`config.mk`:
```
export PLATFORM = sky130hd
export DESIGN_NAME = ir_nec_transmitter
export DESIGN_NICKNAME = d
export VERILOG_FILES = /design/src/rtl/ir_nec_transmitter.sv
export SDC_FILE = /design/constraint.sdc
export NUM_CORES = 1
export LEC_CHECK = 0
export BUFFER_PORTS_ARGS = -buffer_cell sky130_fd_sc_hd__buf_2
export CAP_MARGIN = 20
export CORE_ASPECT_RATIO = 1.2
export CORE_UTILIZATION = 51
export CTS_BUF_LIST = sky130_fd_sc_hd__clkbuf_16
export DETAILED_ROUTE_END_ITERATION = 12
export PLACE_DENSITY = 0.69
export SKIP_LAST_GASP = 1
export SYNTH_ARGS = -nofsm -noshare
export SYNTH_HDL_FRONTEND = slang
export SYNTH_SLANG_ARGS = --single-unit
```
`constraint.sdc`:
```
create_clock -name clk -period 3 [get_ports clk]
set_clock_uncertainty 0.05 [all_clocks]
set_input_delay 0 -clock clk [delete_from_list [all_inputs] [get_ports clk]]
set_output_delay 0 -clock clk [all_outputs]
set_load 0.05 [all_outputs]
```
`src/rtl/ir_nec_transmitter.sv`:
```
// NEC infrared frame transmitter.
// Sends an 8-bit address and an 8-bit command as a standard NEC frame on the IR LED pin:
// a 16-unit leader mark, then an 8-unit space, then 32 data bits LSB-first, then a stop mark.
// Each data bit is a 1-unit mark followed by a 1-unit space (bit 0) or a 3-unit space (bit 1).
// A repeat frame is a 16-unit mark, a 4-unit space and a stop mark.
//
// Ports:
//   clk          system clock
//   rst          asynchronous active-high reset
//   start        frame request, sampled only while idle
//   repeat_code  sampled with start; 1 = send a repeat frame, addr/cmd ignored
//   addr, cmd    NEC address and command bytes
//   busy         high while a frame is in progress
//   done         one-cycle pulse as the frame ends
//   irda_txd     IR LED drive; marks carry the carrier (or a constant 1), spaces are 0
module ir_nec_transmitter #(
    parameter int unsigned UNIT_CYCLES  = 28125,
    parameter bit          CARRIER_EN   = 1'b1,
    parameter int unsigned CARRIER_HALF = 658
) (
    input  logic       clk,
    input  logic       rst,
    input  logic       start,
    input  logic       repeat_code,
    input  logic [7:0] addr,
    input  logic [7:0] cmd,
    output logic       busy,
    output logic       done,
    output logic       irda_txd
);

    localparam int unsigned CW = $clog2(16 * UNIT_CYCLES);
    localparam int unsigned HW = (CARRIER_HALF > 1) ? $clog2(CARRIER_HALF) : 1;

    // Terminal count values (duration - 1) for the unit counter.
    localparam logic [CW-1:0] U1M  = CW'(UNIT_CYCLES - 1);
    localparam logic [CW-1:0] U3M  = CW'(3 * UNIT_CYCLES - 1);
    localparam logic [CW-1:0] U4M  = CW'(4 * UNIT_CYCLES - 1);
    localparam logic [CW-1:0] U8M  = CW'(8 * UNIT_CYCLES - 1);
    localparam logic [CW-1:0] U16M = CW'(16 * UNIT_CYCLES - 1);
    localparam logic [HW-1:0] HALF_M = HW'(CARRIER_HALF - 1);

    typedef enum logic [2:0] {
        StIdle,
        StLeadMark,
        StLeadSpace,
        StBitMark,
        StBitSpace,
        StStopMark
    } state_e;

    state_e        state_q, state_d;
    logic [CW-1:0] cnt_q, cnt_d;
    logic [31:0]   shift_q, shift_d;
    logic [5:0]    bit_cnt_q, bit_cnt_d;
    logic          rep_q, rep_d;
    logic [HW-1:0] car_cnt_q, car_cnt_d;
    logic          car_ph_q, car_ph_d;
    logic          done_q, done_d;
    logic          txd_q, txd_d;

    logic [CW-1:0] last_cnt;
    logic          at_end;
    logic          mark_d;

    always_ff @(posedge clk or posedge rst) begin
        if (rst) begin
            state_q   <= StIdle;
            cnt_q     <= '0;
            shift_q   <= '0;
            bit_cnt_q <= '0;
            rep_q     <= 1'b0;
            car_cnt_q <= '0;
            car_ph_q  <= 1'b0;
            done_q    <= 1'b0;
            txd_q     <= 1'b0;
        end else begin
            state_q   <= state_d;
            cnt_q     <= cnt_d;
            shift_q   <= shift_d;
            bit_cnt_q <= bit_cnt_d;
            rep_q     <= rep_d;
            car_cnt_q <= car_cnt_d;
            car_ph_q  <= car_ph_d;
            done_q    <= done_d;
            txd_q     <= txd_d;
        end
    end

    always_comb begin
        state_d   = state_q;
        cnt_d     = cnt_q;
        shift_d   = shift_q;
        bit_cnt_d = bit_cnt_q;
        rep_d     = rep_q;
        car_cnt_d = car_cnt_q;
        car_ph_d  = car_ph_q;
        done_d    = 1'b0;
        txd_d     = 1'b0;
        last_cnt  = U1M;

        case (state_q)
            StLeadMark:  last_cnt = U16M;
            StLeadSpace: last_cnt = rep_q ? U4M : U8M;
            StBitSpace:  last_cnt = shift_q[0] ? U3M : U1M;
            default:     last_cnt = U1M;
        endcase
        at_end = (cnt_q == last_cnt);

        if (state_q != StIdle) begin
            cnt_d = at_end ? '0 : cnt_q + 1'b1;
        end

        unique case (state_q)
            StIdle: begin
                if (start) begin
                    state_d   = StLeadMark;
                    shift_d   = {~cmd, cmd, ~addr, addr};
                    rep_d     = repeat_code;
                    bit_cnt_d = '0;
                    cnt_d     = '0;
                end
            end
            StLeadMark: begin
                if (at_end) state_d = StLeadSpace;
            end
            StLeadSpace: begin
                if (at_end) state_d = rep_q ? StStopMark : StBitMark;
            end
            StBitMark: begin
                if (at_end) state_d = StBitSpace;
            end
            StBitSpace: begin
                if (at_end) begin
                    shift_d   = {1'b0, shift_q[31:1]};
                    bit_cnt_d = bit_cnt_q + 6'd1;
                    // Bit 31 is the last one; never start a 33rd bit.
                    state_d   = (bit_cnt_q == 6'd31) ? StStopMark : StBitMark;
                end
            end
            StStopMark: begin
                if (at_end) begin
                    state_d = StIdle;
                    done_d  = 1'b1;
                end
            end
            default: state_d = StIdle;
        endcase

        // Output is computed from the next state so the register shows it on the state's first cycle.
        mark_d = (state_d == StLeadMark) || (state_d == StBitMark) || (state_d == StStopMark);
        if (mark_d && (state_d != state_q)) begin
            car_cnt_d = '0;
            car_ph_d  = 1'b1;
        end else if (mark_d) begin
            if (car_cnt_q == HALF_M) begin
                car_cnt_d = '0;
                car_ph_d  = ~car_ph_q;
            end else begin
                car_cnt_d = car_cnt_q + 1'b1;
            end
        end
        txd_d = mark_d && (!CARRIER_EN || car_ph_d);
    end

    assign busy     = (state_q != StIdle);
    assign done     = done_q;
    assign irda_txd = txd_q;

endmodule

```
==> Word-level counts from Yosys, hierarchy flattened <==
Index checks and enable logic that the tools add are counted.
{ "word_totals": {"out_inout_bits": 3, "mem_bits_ro": 0, "regBits": 74, "memories": 0, "ramBits": 0, "latchBits": 0} }
{ "op_classes": {"reduce_logical": 10, "n_eq_ne": 14, "bitwise_logic": 3, "add_sub_neg": 3, "muxes": 30, "n_shift": 0, "div_mod_pow": 0, "order_cmp": 0, "multipliers": 0} }
{ "ops": {"columns": ["cell", "n"], "rows": [
  ["$mux W19", 4],
  ["$mux W32", 2],
  ["$pmux W32 S2", 1],
  ["$pmux W19 S3", 1],
  ["$mux W10", 3],
  ["$mux W3", 8],
  ["$add A19 B1 Y19 const B", 1],
  ["$eq A19 B19 Y1", 1],
  ["$mux W18", 1],
  ["$pmux W3 S6", 1],
  ["$mux W17", 1],
  ["$not A8 Y8", 2],
  ["$mux W6", 2],
  ["$pmux W6 S2", 1],
  ["$add A10 B1 Y10 const B", 1],
  ["$eq A10 B10 Y1 const B", 1],
  ["$eq A3 B2 Y1 const B", 3],
  ["$eq A3 B3 Y1 const B", 3],
  ["$add A6 B1 Y6 const B", 1],
  ["$eq A3 B1 Y1 const B", 2],
  ["$eq A6 B5 Y1 const B", 1],
  ["$mux W1", 5],
  ["$ne A2 B2 Y1 const B", 2],
  ["$reduce_bool A2 Y1", 2],
  ["other kinds (8)", 10]
]} }

==> Longest topological paths before layout <==
Gate-level depths: netlist (run 1).
{ "logic_depth": {"ltp_word": 11, "mapped_depth": 11} }

==> Least setup slack after synthesis (run 1) <==
No wires, ideal clock.
{ "synth_timing": {"path_kind": "reg-to-reg", "start": "register state_q[0]", "end": "register car_ph_q", "required_ps": 2823, "synth_period_minus_slack_ps": 2692, "setup_time_ps": 127, "path_buffers": 2, "setup_slack_ps": 308, "path_stages_with_launch": 12, "t_arrival_ps": 2515, "path_cell_list": "dfrtp_1 buf_2 or2_2 nor2_1 inv_1 nand3_1 a22oi_1 or4_1 buf_2 o221a_4 a21bo_2 o211ai_2"} }
{ "synth_via": {"elab_chain_cells": 10, "word_cells_on_any_way": 24, "classes_between": "10 x eq/ne; 10 x mux; 4 x reduce/logical"} }
{ "synth_lines": {"columns": ["element", "line_no", "source"], "rows": [
  ["start: declaration", "52", "state_e state_q, state_d;"],
  ["start signal: assignment", "68", "state_q <= StIdle;"],
  ["start signal: assignment", "78", "state_q <= state_d;"],
  ["$eq A3 B3 Y1, or another cell as far along", "102, 114", null],
  ["$pmux W19 S3", "102", "case (state_q)"],
  ["$eq A19 B19 Y1", "108", "at_end = (cnt_q == last_cnt);"],
  ["$mux W3, on equally long branches", null, null],
  ["$pmux W3 S6", "114", "unique case (state_q)"],
  ["$eq A3 B1 Y1 or $eq A3 B2 Y1 (tied branches)", "151", "mark_d = (state_d == StLeadMark) || (state_d == StBitMark) || (state_d == StStopMark);"],
  ["$logic_or A1 B1 Y1 (2 in series)", "151", null],
  ["$mux W1 or $logic_and A1 B1 Y1 (tied branches)", "155, 152", null],
  ["$mux W1 *", "152", "if (mark_d && (state_d != state_q)) begin"],
  ["net car_ph_d", "58", "logic car_ph_q, car_ph_d;"],
  ["end signal: assignment", "84", "car_ph_q <= car_ph_d;"],
  ["end: declaration", "58", null]
]} }
Mark *: on every way through the listed nets, which the timed path passes. The rest lies on a longest branch.
A chain may end at the register's enable or synchronous reset.

==> Worst setup path after layout (run 1) <==
{ "layout_timing": {"start": "register state_q[2]", "end": "register car_ph_q"} }
The elaborated chain is that of the path after synthesis.

==> qor.txt, run 1 <==
N_diodes - 0
Pre-antenna DRT Iters - 4
Seq/Total Area, Yosys - 0.452
Vias per Instance - 5.75
FF/Latch Area - 1850 µm²
Initial antenna violation count - 0
Leakage - 2.28 nW
Overall power - 2.92 mW
Worst slew pin tran - 1.02 ns
Most used DFF post-synth - dfrtp_1
FF-to-FF setup slack - 0.22 ns
Fin crit period - 2.78 ns
DRT antenna net count - 0
Clock Latency Late Sink - 0.34 ns
CTS tree - yes
Yosys cell types - 61
Drt wl/cell - 15.0 µm
Yosys top cell area share - 0.452
Post-synth EDFFs - 0
Total die area - 8400 µm²
Max Clk Rate - 359 MHz
Slowest stage delay, CP - 0.44 ns
Metal2 WL - 4.47 mm
HPWL after detailed placement - 6.08 mm
Num Clock Sinks - 74
Initial Util - 0.529
Synth Cell Area - 4100 µm²
RR Endpoint - car_ph_q$_DFF_PP0_
Metal1 wirelength - 4.09 mm
Critical path's most frequent cell - buf_4
DRC - 0
Layout net count - 526
First-pass GRT wire length - 15.8 mm
Crit start category - register
Dominant cells by area after synthesis - dfrtp_1, nand2_1, o21ai_0
Die X-Extent - 83.8 µm
Largest net degree at the start of global routing - 42
Leading area contributor after synthesis - dfrtp_1
Status - finished clean
WL met3 - 282 µm
Multi-input logic area - 2070 µm²
Cell row count - 35
RSZ-0062 raised after global routing - no
Final setup viols - 0
Critical path fanouts, max - 15
Crit path cell chain - buf_4, nand2_1, or3_1, a21oi_1, o221ai_2, nor4_2, buf_4, o221a_4, a21bo_2, o211ai_2
Area growth syn-to-layout - 19.3%
Placer Congestion - 0.916
PD cells - 597 nW/µm²
IO Count - 23
CTS Buf Count - 9
Kind of critical path - register to register
Reg2reg start - state_q[2]$_DFF_PP0_
Via count - 3445
Yosys warning count - 0
Share of cells above drive strength 1 - 0.168
Slew Limit Fails - 0
Synth Register Bits - 74
Worst relative slew slack - 0.323
Crit-path slowest cell - nor4_2
Arrival time at the worst endpoint - 3.00 ns
Number of hold violations in the final report - 0
FF-to-FF path depth - 10
IO buf count - 22
Area of the core - 7750 µm²
Remaining global-route overflow - 0
Setup_tns - 0 ns
Routed WL - 8.98 mm
Avg Synthesized Cell Area - 8.93 µm²
H-tree level count - 3
Final period util - 0.928
Post-Syn Nets - 483
Hold Crit Class - input port to asynchronous set/reset pin
CP required - 3.21 ns
Mapped Cells - 459
Number of max-cap violations - 0
Die Ht - 100 µm
FILL cells - 631
Top routing layer in use - met4
DRT iter0 DRCs - 349
Critical path endpoint category - register
Synth async-reset ratio - 1.00
Peak supply drop - 435 µV
CTS Root Cell - clkbuf_16
GRT Util Overall - 0.237
Number of global-route vias before repair - 3376
Clock slew seen by the registers of the worst setup and hold paths - 0.06 ns
CTS max path bufs - 2
==> through the flow <==
step                utilization  hold slack, ns  instance area, µm²  std cells  worst slack, ns
global placement          0.567           0.175                4390        564            0.244
global route              0.631           0.392                4890        599           0.0495
finish                    0.631           0.353                4890        599            0.215
floorplan                     -          0.0554                4100        459            0.308
detailed placement        0.567           0.180                4390        564            0.165
CTS                       0.630           0.356                4880        599            0.141
==> cell families after synthesis <==
| logic type | after synthesis | synth area share |
|---|---|---|
| simple gates | 183 | 0.226 |
| compound gates | 118 | 0.185 |
| flops | 74 | 0.452 |
| buf+inv | 45 | 0.0458 |
| xor+xnor | 24 | 0.0513 |
| mux | 11 | 0.0278 |
| fa+ha+maj | 4 | 0.0122 |
==> worst max-delay path by stage <==
stage | slack [ns] | from | end | depth (start not counted)
finish | 0.22 | state_q[2]$_DFF_PP0_ | car_ph_q$_DFF_PP0_ | 10
global route | 0.05 | state_q[2]$_DFF_PP0_ | car_ph_q$_DFF_PP0_ | 9
CTS | 0.14 | state_q[2]$_DFF_PP0_ | car_ph_q$_DFF_PP0_ | 9
detailed placement | 0.17 | state_q[1]$_DFF_PP0_ | car_ph_q$_DFF_PP0_ | 8
global placement | 0.24 | state_q[0]$_DFF_PP0_ | car_ph_q$_DFF_PP0_ | 8
floorplan | 0.31 | state_q[0]$_DFF_PP0_ | car_ph_q$_DFF_PP0_ | 11
==> placed cells by master (no fill, tap or decap), types with 3 or more instances in the layout <==
master	Yosys	routed
o21ai_0	35	35
xnor2_1	8	8
mux2_2	3	3
dfrtp_1	74	74
nor2_1	33	33
ha_1	4	4
a21oi_1	31	31
inv_1	9	9
or3_1	11	11
clkbuf_16	0	9
nor4_1	3	3
buf_4	2	25
mux2i_1	8	8
inv_6	0	3
nand4_1	7	7
buf_2	3	22
a21o_1	13	13
and3_1	11	11
nand3_1	17	17
a31oi_1	8	8
xor2_1	16	16
nand2_1	65	65
nand2b_1	3	3
nor3_1	5	4
and2_1	3	3
o22ai_1	5	5
dlygate4sd3_1	0	19
nor3b_1	7	7
==> timing repair <==
| action | 4_1_cts | 5_1_grt |
|---|---|---|
| hold buffers | 19 | 0 |
| hold endpoints to repair | 69 | 0 |
| buffers inserted | 0 | 0 |
| endpoints found under the setup margin | 0 | 16 |
| resized for setup | 0 | 1 |
==> synth_stat cells (all sizes together), types with 2 or more instances <==
| library cell | instances |
|---|---|
| a211oi | 2 |
| a21bo | 2 |
| a21o | 13 |
| a21oi | 32 |
| a31o | 2 |
| a31oi | 8 |
| and2 | 3 |
| and3 | 11 |
| and4 | 2 |
| buf | 8 |
| clkbuf | 27 |
| dfrtp | 74 |
| ha | 4 |
| inv | 10 |
| mux2 | 3 |
| mux2i | 8 |
| nand2 | 65 |
| nand2b | 3 |
| nand3 | 17 |
| nand3b | 2 |
| nand4 | 7 |
| nand4b | 2 |
| nor2 | 33 |
| nor2b | 2 |
| nor3 | 5 |
| nor3b | 7 |
| nor4 | 5 |
| o211ai | 3 |
| o21ai | 36 |
| o221ai | 3 |
| o22ai | 5 |
| o31ai | 2 |
| o32ai | 2 |
| or2 | 2 |
| or3 | 11 |
| xnor2 | 8 |
| xor2 | 16 |
==> registers in the layout (all words and copies together), names as in the netlist <==
name and cells:
shift_q 32, cnt_q 19, car_cnt_q 10, bit_cnt_q 6
state_q 3, car_ph_q 1, done 1, irda_txd 1
rep_q 1
==> worst max-delay path: cells and delay by family (launching register included) <==
kind	cells	cell delay (ns)
AO/OA/AOI/OAI	5	0.99
AND/OR/NAND/NOR	3	0.81
flip-flops	1	0.42
buffers and inverters	2	0.44
==> metal layers <==
| layer | vias up | GRT usage |
|---|---|---|
| met4 | 0 | 0.0875 |
| li1 | 1716 | - |
| met5 | - | 0 |
| met2 | 63 | 0.404 |
| met1 | 1654 | 0.304 |
| met3 | 12 | 0.0428 |
==> layout make-up <==
type,count,share of cell area
sequential,74,0.379
inverter,10,0.00768
clock inverter,7,0.0156
clock buffer,9,0.0461
timing repair buffer,67,0.104
tap,92,0.0235
multi-input combinational,340,0.424
==> power breakdown <==
group          leakage, nW  internal [mW]  switching (mW)
sequential           0.930           1.17           0.185
clock                0.148          0.651           0.441
combinational         1.20          0.236           0.233
total                 2.28           2.06           0.858
Note: power is estimated with default switching activity, not from simulation.
==> inputs of run 2 (changes only) <==
Settings changed: ABC_AREA set to 1, PLACE_DENSITY 0.69 to 0.68, REMOVE_ABC_BUFFERS set to 1.
==> run 2 against run 1 <==
  * Synthesized cell count increased by 22%
  * Sequential share of layout area decreased by 0.26 points
  * Count of clock-buffer cells in the layout unchanged
  * Via count increased by 14%
==> qor.txt, run 2 <==
CTS max path bufs - 2 (unchanged)
Mapped Cells - 561 (was 459)
FF-to-FF path depth - 14 (was 10)
Peak supply drop - 474 µV (was 435 µV)
Via count - 3939 (was 3445)
Synth Cell Area - 4250 µm² (was 4100 µm²)
Initial antenna violation count - 0 (unchanged)
Arrival time at the worst endpoint - 2.85 ns (was 3.00 ns)
Area growth syn-to-layout - 15.9% (was 19.3%)
Num Clock Sinks - 74 (unchanged)
Commonest non-fill, non-tap cell in the layout - nand2_1 (was dfrtp_1)
Initial Util - 0.524 (was 0.529)
Fin crit period - 2.68 ns (was 2.78 ns)
IO Count - 23 (unchanged)
DRC - 0 (unchanged)
Cell row count - 36 (was 35)
FF-to-FF setup slack - 0.32 ns (was 0.22 ns)
Synth Register Bits - 74 (unchanged)
Die Ht - 102 µm (was 100 µm)
Number of hold violations in the final report - 0 (unchanged)
Largest Register - shift_q (unchanged)
Reg2reg start - state_q[0]$_DFF_PP0_ (was state_q[2]$_DFF_PP0_)
N_diodes - 0 (unchanged)
Status - finished clean (unchanged)
Largest net degree at the start of global routing - 75 (was 42)
Area of the core - 8110 µm² (was 7750 µm²)
Seq/Total Area, Yosys - 0.436 (was 0.452)
Leading area contributor after synthesis - dfrtp_1 (unchanged)
CTS Root Cell - clkbuf_16 (unchanged)
Layout net count - 625 (was 526)
First-pass GRT wire length - 17.3 mm (was 15.8 mm)
IO buf count - 22 (unchanged)
Post-Route Utilization - 0.607 (was 0.631)
Worst slew pin tran - 0.748 ns (was 1.02 ns)
Commonest non-fill, non-tap cells in the layout - nand2_1, dfrtp_1, inv_1, nor2_1, nand3_1 (was dfrtp_1, nand2_1, o21ai_0, nor2_1, a21oi_1)
DRT iter0 DRCs - 288 (was 349)
Slew Limit Fails - 0 (unchanged)
Remaining global-route overflow - 0 (unchanged)
Yosys cell types - 37 (was 61)
Post-synth EDFFs - 0 (unchanged)
Crit start category - register (unchanged)
H-tree level count - 3 (unchanged)
Number of flip-flops in the largest register - 32 (unchanged)
CTS tree - yes (unchanged)
Final period util - 0.892 (was 0.928)
Kind of critical path - register to register (unchanged)
Most frequent cell after synthesis - nand2_1 (was dfrtp_1)
Overall power - 2.14 mW (was 2.92 mW)
Avg Synthesized Cell Area - 7.57 µm² (was 8.93 µm²)
Number of max-cap violations - 0 (unchanged)
Drt wl/cell - 15.0 µm (about the same)
Dpl cell area - 4430 µm² (was 4390 µm²)
Hold Crit Class - input port to asynchronous set/reset pin (unchanged)
Synth async-reset ratio - 1.00 (unchanged)
Top flop regs - shift_q (32), cnt_q (19), car_cnt_q (10) (unchanged)
Fin area - 4920 µm² (was 4890 µm²)
Yosys top cell area share - 0.436 (was 0.452)
DRT antenna net count - 0 (unchanged)
HPWL after detailed placement - 7.14 mm (was 6.08 mm)
CP required - 3.17 ns (was 3.21 ns)
Total die area - 8700 µm² (was 8400 µm²)
Vias per Instance - 5.62 (was 5.75)
Top post-synthesis cells by count - nand2_1, dfrtp_1, inv_1, nor2_1, nand3_1 (was dfrtp_1, nand2_1, o21ai_0, nor2_1, a21oi_1)
Clock Latency Late Sink - 0.34 ns (about the same)
Most used DFF post-synth - dfrtp_1 (unchanged)
Worst relative slew slack - 0.501 (was 0.323)
RSZ-0062 raised after global routing - no (unchanged)
Placer Congestion - 0.987 (was 0.916)
Clock slew seen by the registers of the worst setup and hold paths - 0.06 ns (about the same)
Share of cells above drive strength 1 - 0.129 (was 0.168)
Critical path fanouts, max - 24 (was 15)
RR Endpoint - car_cnt_q[3]$_DFFE_PP0P_ (was car_ph_q$_DFF_PP0_)
Pre-antenna DRT Iters - 5 (was 4)
CTS Buf Count - 9 (unchanged)
PD cells - 435 nW/µm² (was 597 nW/µm²)
GRT Util Overall - 0.258 (was 0.237)
Yosys warning count - 0 (unchanged)
Number of global-route vias before repair - 3649 (was 3376)
Setup_tns - 0 ns (unchanged)
Final setup viols - 0 (unchanged)
Die X-Extent - 85.3 µm (was 83.8 µm)
PostCTS Resize Cnt - 0 (unchanged)
Max Clk Rate - 374 MHz (was 359 MHz)
Critical path endpoint category - register (unchanged)
Dominant cells by area after synthesis - dfrtp_1, nand2_1, inv_1 (was dfrtp_1, nand2_1, o21ai_0)
Routed WL - 10.5 mm (was 8.98 mm)
Leakage - 2.35 nW (was 2.28 nW)
[run 2: timing repair]
action | 4_1_cts | 5_1_grt
setup buffers | 0 | 0
endpoints found under the hold margin | 99 | 0
hold buffers | 19 | 0
endpoints found under the setup margin | 0 | 13
[run 2: area by class of cell]
cell class	instances	area, µm²
Tap cell	95	119
Clock buffer	9	225
Sequential cell	74	1850
Multi-Input combinational cell	397	2020
Fill cell	737	3190
Inverter	69	259
Clock inverter	7	68.8
Timing Repair Buffer	50	380
[run 2: layer usage]
layer,routed length [µm],up-vias,part of all wire,global-route usage
met5,0,-,0,0
met1,4610,1859,0.44,0.320
met2,5050,110,0.48,0.420
li1,-,1940,-,-
met4,455,0,0.043,0.163
met3,420,30,0.040,0.0460
[run 2: how the worst max path moves through the flow]
| stage | start | to | slack (ns) | cells past startpoint |
|---|---|---|---|---|
| 5_1_grt | state_q[1]$_DFF_PP0_ | car_cnt_q[3]$_DFFE_PP0P_ | 0.008 | 15 |
| 2_1_floorplan | state_q[0]$_DFF_PP0_ | car_cnt_q[4]$_DFFE_PP0P_ | 0.02 | 9 |
| 6_report | state_q[0]$_DFF_PP0_ | car_cnt_q[3]$_DFFE_PP0P_ | 0.32 | 14 |
| 4_1_cts | state_q[0]$_DFF_PP0_ | car_cnt_q[0]$_DFFE_PP0P_ | 0.10 | 14 |
| 3_5_place_dp | state_q[0]$_DFF_PP0_ | car_cnt_q[6]$_DFFE_PP0P_ | 0.12 | 14 |
| 3_3_place_gp | state_q[0]$_DFF_PP0_ | car_ph_q$_DFF_PP0_ | 0.14 | 14 |
[run 2: metrics by stage]
step           std cells  setup slack (ns)  hold slack [ns]
6_report             701             0.323            0.252
5_1_grt              701           0.00782            0.303
4_1_cts              700             0.104            0.258
3_5_place_dp         665             0.116           0.0761
3_3_place_gp         665             0.142           0.0743
2_1_floorplan        539            0.0185           0.0447
[run 2: power breakdown]
group / switching, mW / total, mW / internal [mW]
Sequential: 0 / 0.998 / 0.998
Clock: 0.432 / 1.07 / 0.642
Combinational: 0.0353 / 0.0705 / 0.0353
Total: 0.467 / 2.14 / 1.68
[run 2: kinds of logic (layout without fill, tap and decap cells)]
family / Yosys count / after routing / share of synthesized area
fa+ha+maj: 4 / 4 / 0.0118
buf+inv: 91 / 135 / 0.0902
flops: 74 / 74 / 0.436
simple gates: 281 / 282 / 0.300
compound gates: 96 / 96 / 0.131
xor+xnor: 15 / 15 / 0.0309
[run 2: critical path, cell delays in order (launching register included)]
cell and delay (ns):
dfrtp_1 0.50, nor2_4 0.19, nand3_1 0.25, nand2_1 0.21, nand2_1 0.08, nand2_1 0.07
inv_1 0.03, nand2_1 0.08, nor2_2 0.07, nand3_2 0.08, nor2_2 0.07, nor2_4 0.40
nand2_4 0.26, nand4_1 0.14, o21ai_1 0.07
==> inputs of run 3 (changes only) <==
--- a/config.mk
+++ b/config.mk
@@ -8,3 +8,2 @@
 export ABC_AREA = 1
-export BUFFER_PORTS_ARGS = -buffer_cell sky130_fd_sc_hd__buf_2
 export CAP_MARGIN = 20
@@ -14,3 +13,4 @@
 export DETAILED_ROUTE_END_ITERATION = 12
-export PLACE_DENSITY = 0.68
+export DONT_BUFFER_PORTS = 1
+export PLACE_DENSITY = 0.66
 export REMOVE_ABC_BUFFERS = 1
==> constraint.sdc (replaced) <==
create_clock -name clk -period 3 [get_ports clk]
set_clock_uncertainty 0.05 [all_clocks]
set_input_delay 0.3 -clock clk [delete_from_list [all_inputs] [get_ports clk]]
set_output_delay 0.3 -clock clk [all_outputs]
set_load 0.05 [all_outputs]
==> run 3 against run 2 <==
  * Final area decreased by 5.4%
  * Hold slack got worse by 0.24 ns
  * Worst setup slack got worse by 0.0050 ns
  * Register-to-register slack about the same
  * Final cell count decreased by 5.6%
  * Sequential power about the same
  * Global-route usage decreased by 0.50 points
  * Critical path type unchanged
==> qor.txt, run 3 (same netlist as run 2, synthesis figures left out) <==
Layout net count - 586 (was 625)
Final setup viols - 0 (unchanged)
Commonest non-fill, non-tap cells in the layout - nand2_1, dfrtp_1, inv_1, nor2_1, nand3_1 (unchanged)
Leakage - 2.20 nW (was 2.35 nW)
Area growth syn-to-layout - 9.69% (was 15.9%)
Via count - 3763 (was 3939)
Crit-path slowest cell - dfrtp_1 (unchanged)
HPWL after detailed placement - 7.44 mm (was 7.14 mm)
CTS Buf Count - 9 (unchanged)
Setup_tns - 0 ns (unchanged)
Area of the core - 8110 µm² (unchanged)
DRT antenna net count - 0 (unchanged)
PD cells - 463 nW/µm² (was 435 nW/µm²)
Top delay family on crit path - simple AND/OR/NAND/NOR gates (unchanged)
Post-Route Utilization - 0.575 (was 0.607)
N_diodes - 0 (unchanged)
DRT iter0 DRCs - 246 (was 288)
Number of flip-flops in the largest register - 32 (unchanged)
Initial Util - 0.524 (unchanged)
Largest net degree at the start of global routing - 42 (was 75)
Critical path fanouts, max - 40 (was 24)
Placer Congestion - 0.950 (was 0.987)
Max Clk Rate - 373 MHz (was 374 MHz)
Worst relative slew slack - 0.509 (was 0.501)
Number of global-route vias before repair - 3604 (was 3649)
Pre-CTS WS - 0.120 ns (was 0.116 ns)
Critical path endpoint category - register (unchanged)
RSZ-0062 raised after global routing - no (unchanged)
Worst slew pin tran - 0.735 ns (was 0.748 ns)
Pre-antenna DRT Iters - 5 (unchanged)
CTS tree - yes (unchanged)
Slew Limit Fails - 0 (unchanged)
Cell row count - 36 (unchanged)
Commonest non-fill, non-tap cell in the layout - nand2_1 (unchanged)
Share of cells above drive strength 1 - 0.0952 (was 0.129)
Crit start category - register (unchanged)
Final setup margin - 0.318 ns (was 0.323 ns)
Clock Latency Late Sink - 0.33 ns (was 0.34 ns)
CTS max path bufs - 2 (unchanged)
Initial antenna violation count - 0 (unchanged)
Kind of critical path - register to register (unchanged)
Largest Register - shift_q (unchanged)
Clock slew seen by the registers of the worst setup and hold paths - 0.06 ns (about the same)
CP required - 3.17 ns (about the same)
Final period util - 0.894 (was 0.892)
CTS Root Cell - clkbuf_16 (unchanged)
GRT Util Overall - 0.253 (was 0.258)
Status - finished clean (unchanged)
Hold Crit Class - input port to register (was input port to asynchronous set/reset pin)
IO buf count - 0 (was 22)
Drt wl/cell - 15.7 µm (was 15.0 µm)
Number of max-cap violations - 0 (unchanged)
Dpl cell area - 4320 µm² (was 4430 µm²)
Fin crit period - 2.68 ns (about the same)
Slowest stage delay, CP - 0.52 ns (was 0.50 ns)
IO Count - 23 (unchanged)
DRC - 0 (unchanged)
Top flop regs - shift_q (32), cnt_q (19), car_cnt_q (10) (unchanged)
H-tree level count - 3 (unchanged)
Overall power - 2.16 mW (was 2.14 mW)
Crit path cell chain - nor2_4, nand3_1, o21ai_0, nand2_1, nor2_1, nand2_1, nor2_2, nand4_1, nand2_1, buf_4, nand2_1, o21ai_1, a21oi_1 (was nor2_4, nand3_1, nand2_1, nand2_1, nand2_1, inv_1, nand2_1, nor2_2, nand3_2, nor2_2, nor2_4, nand2_4, nand4_1, o21ai_1)
Die X-Extent - 85.3 µm (unchanged)
Routed WL - 10.4 mm (was 10.5 mm)
Num Clock Sinks - 74 (unchanged)
FILL cells - 776 (was 737)
WP buf/inv - 1 (unchanged)
First-pass GRT wire length - 17.1 mm (was 17.3 mm)
Number of hold violations in the final report - 0 (unchanged)
Peak supply drop - 397 µV (was 474 µV)
Vias per Instance - 5.68 (was 5.62)
Remaining global-route overflow - 0 (unchanged)
Die Ht - 102 µm (unchanged)
Critical path's most frequent cell - nand2_1 (unchanged)
Arrival time at the worst endpoint - 2.85 ns (about the same)
Fin area - 4660 µm² (was 4920 µm²)
Total die area - 8700 µm² (unchanged)
==> run 3: report_power, final <==
| group | switching (mW) | internal, mW |
|---|---|---|
| Combinational | 0.0283 | 0.0123 |
| Clock | 0.401 | 0.719 |
| Sequential | 0 | 0.998 |
==> run 3: repair_timing <==
item | CTS | global route
setup buffers | 0 | 0
resized for setup | 0 | 0
endpoints found under the setup margin | 0 | 13
hold buffers | 2 | 0
endpoints found under the hold margin | 34 | 0
==> run 3: worst paths after layout <==
path,from,to,slack [ns],depth (start not counted)
worst max-delay path,state_q[0]$_DFF_PP0_,bit_cnt_q[3]$_DFFE_PP0P_,0.32,13
min in group asynchronous,rst,shift_q[6]$_DFFE_PP0P_,0.51,2
worst min-delay path,start,cnt_q[0]$_DFF_PP0_,0.02,1
worst min register to register,shift_q[2]$_DFFE_PP0P_,shift_q[2]$_DFFE_PP0P_,0.43,2
max in group asynchronous,rst,shift_q[23]$_DFFE_PP0P_,1.72,3
worst max register to register,state_q[0]$_DFF_PP0_,bit_cnt_q[3]$_DFFE_PP0P_,0.32,13
==> run 3: layout make-up <==
type | instances | area [µm²] | share of cell area
inverters | 69 | 259 | 0.0556
clock inverters | 7 | 85.1 | 0.0183
repair buffers | 11 | 100 | 0.0215
multi-input cells | 397 | 2020 | 0.433
well taps | 95 | 119 | 0.0255
flip-flops and latches | 74 | 1850 | 0.398
clock buffers | 9 | 225 | 0.0483
==> run 3: per-layer routing <==
| layer | global-route usage | wire length [µm] |
|---|---|---|
| met5 | 0 | 0 |
| met4 | 0.126 | 347 |
| met3 | 0.0412 | 433 |
| met2 | 0.435 | 5130 |
| met1 | 0.310 | 4510 |
==> run 3: stage by stage <==
stage	instances	hold slack [ns]
after floorplan	539	0.345
after global placement	643	0.299
final	662	0.0157
after CTS	661	0.00856
after global routing	662	0.0122
after detailed placement	643	0.305
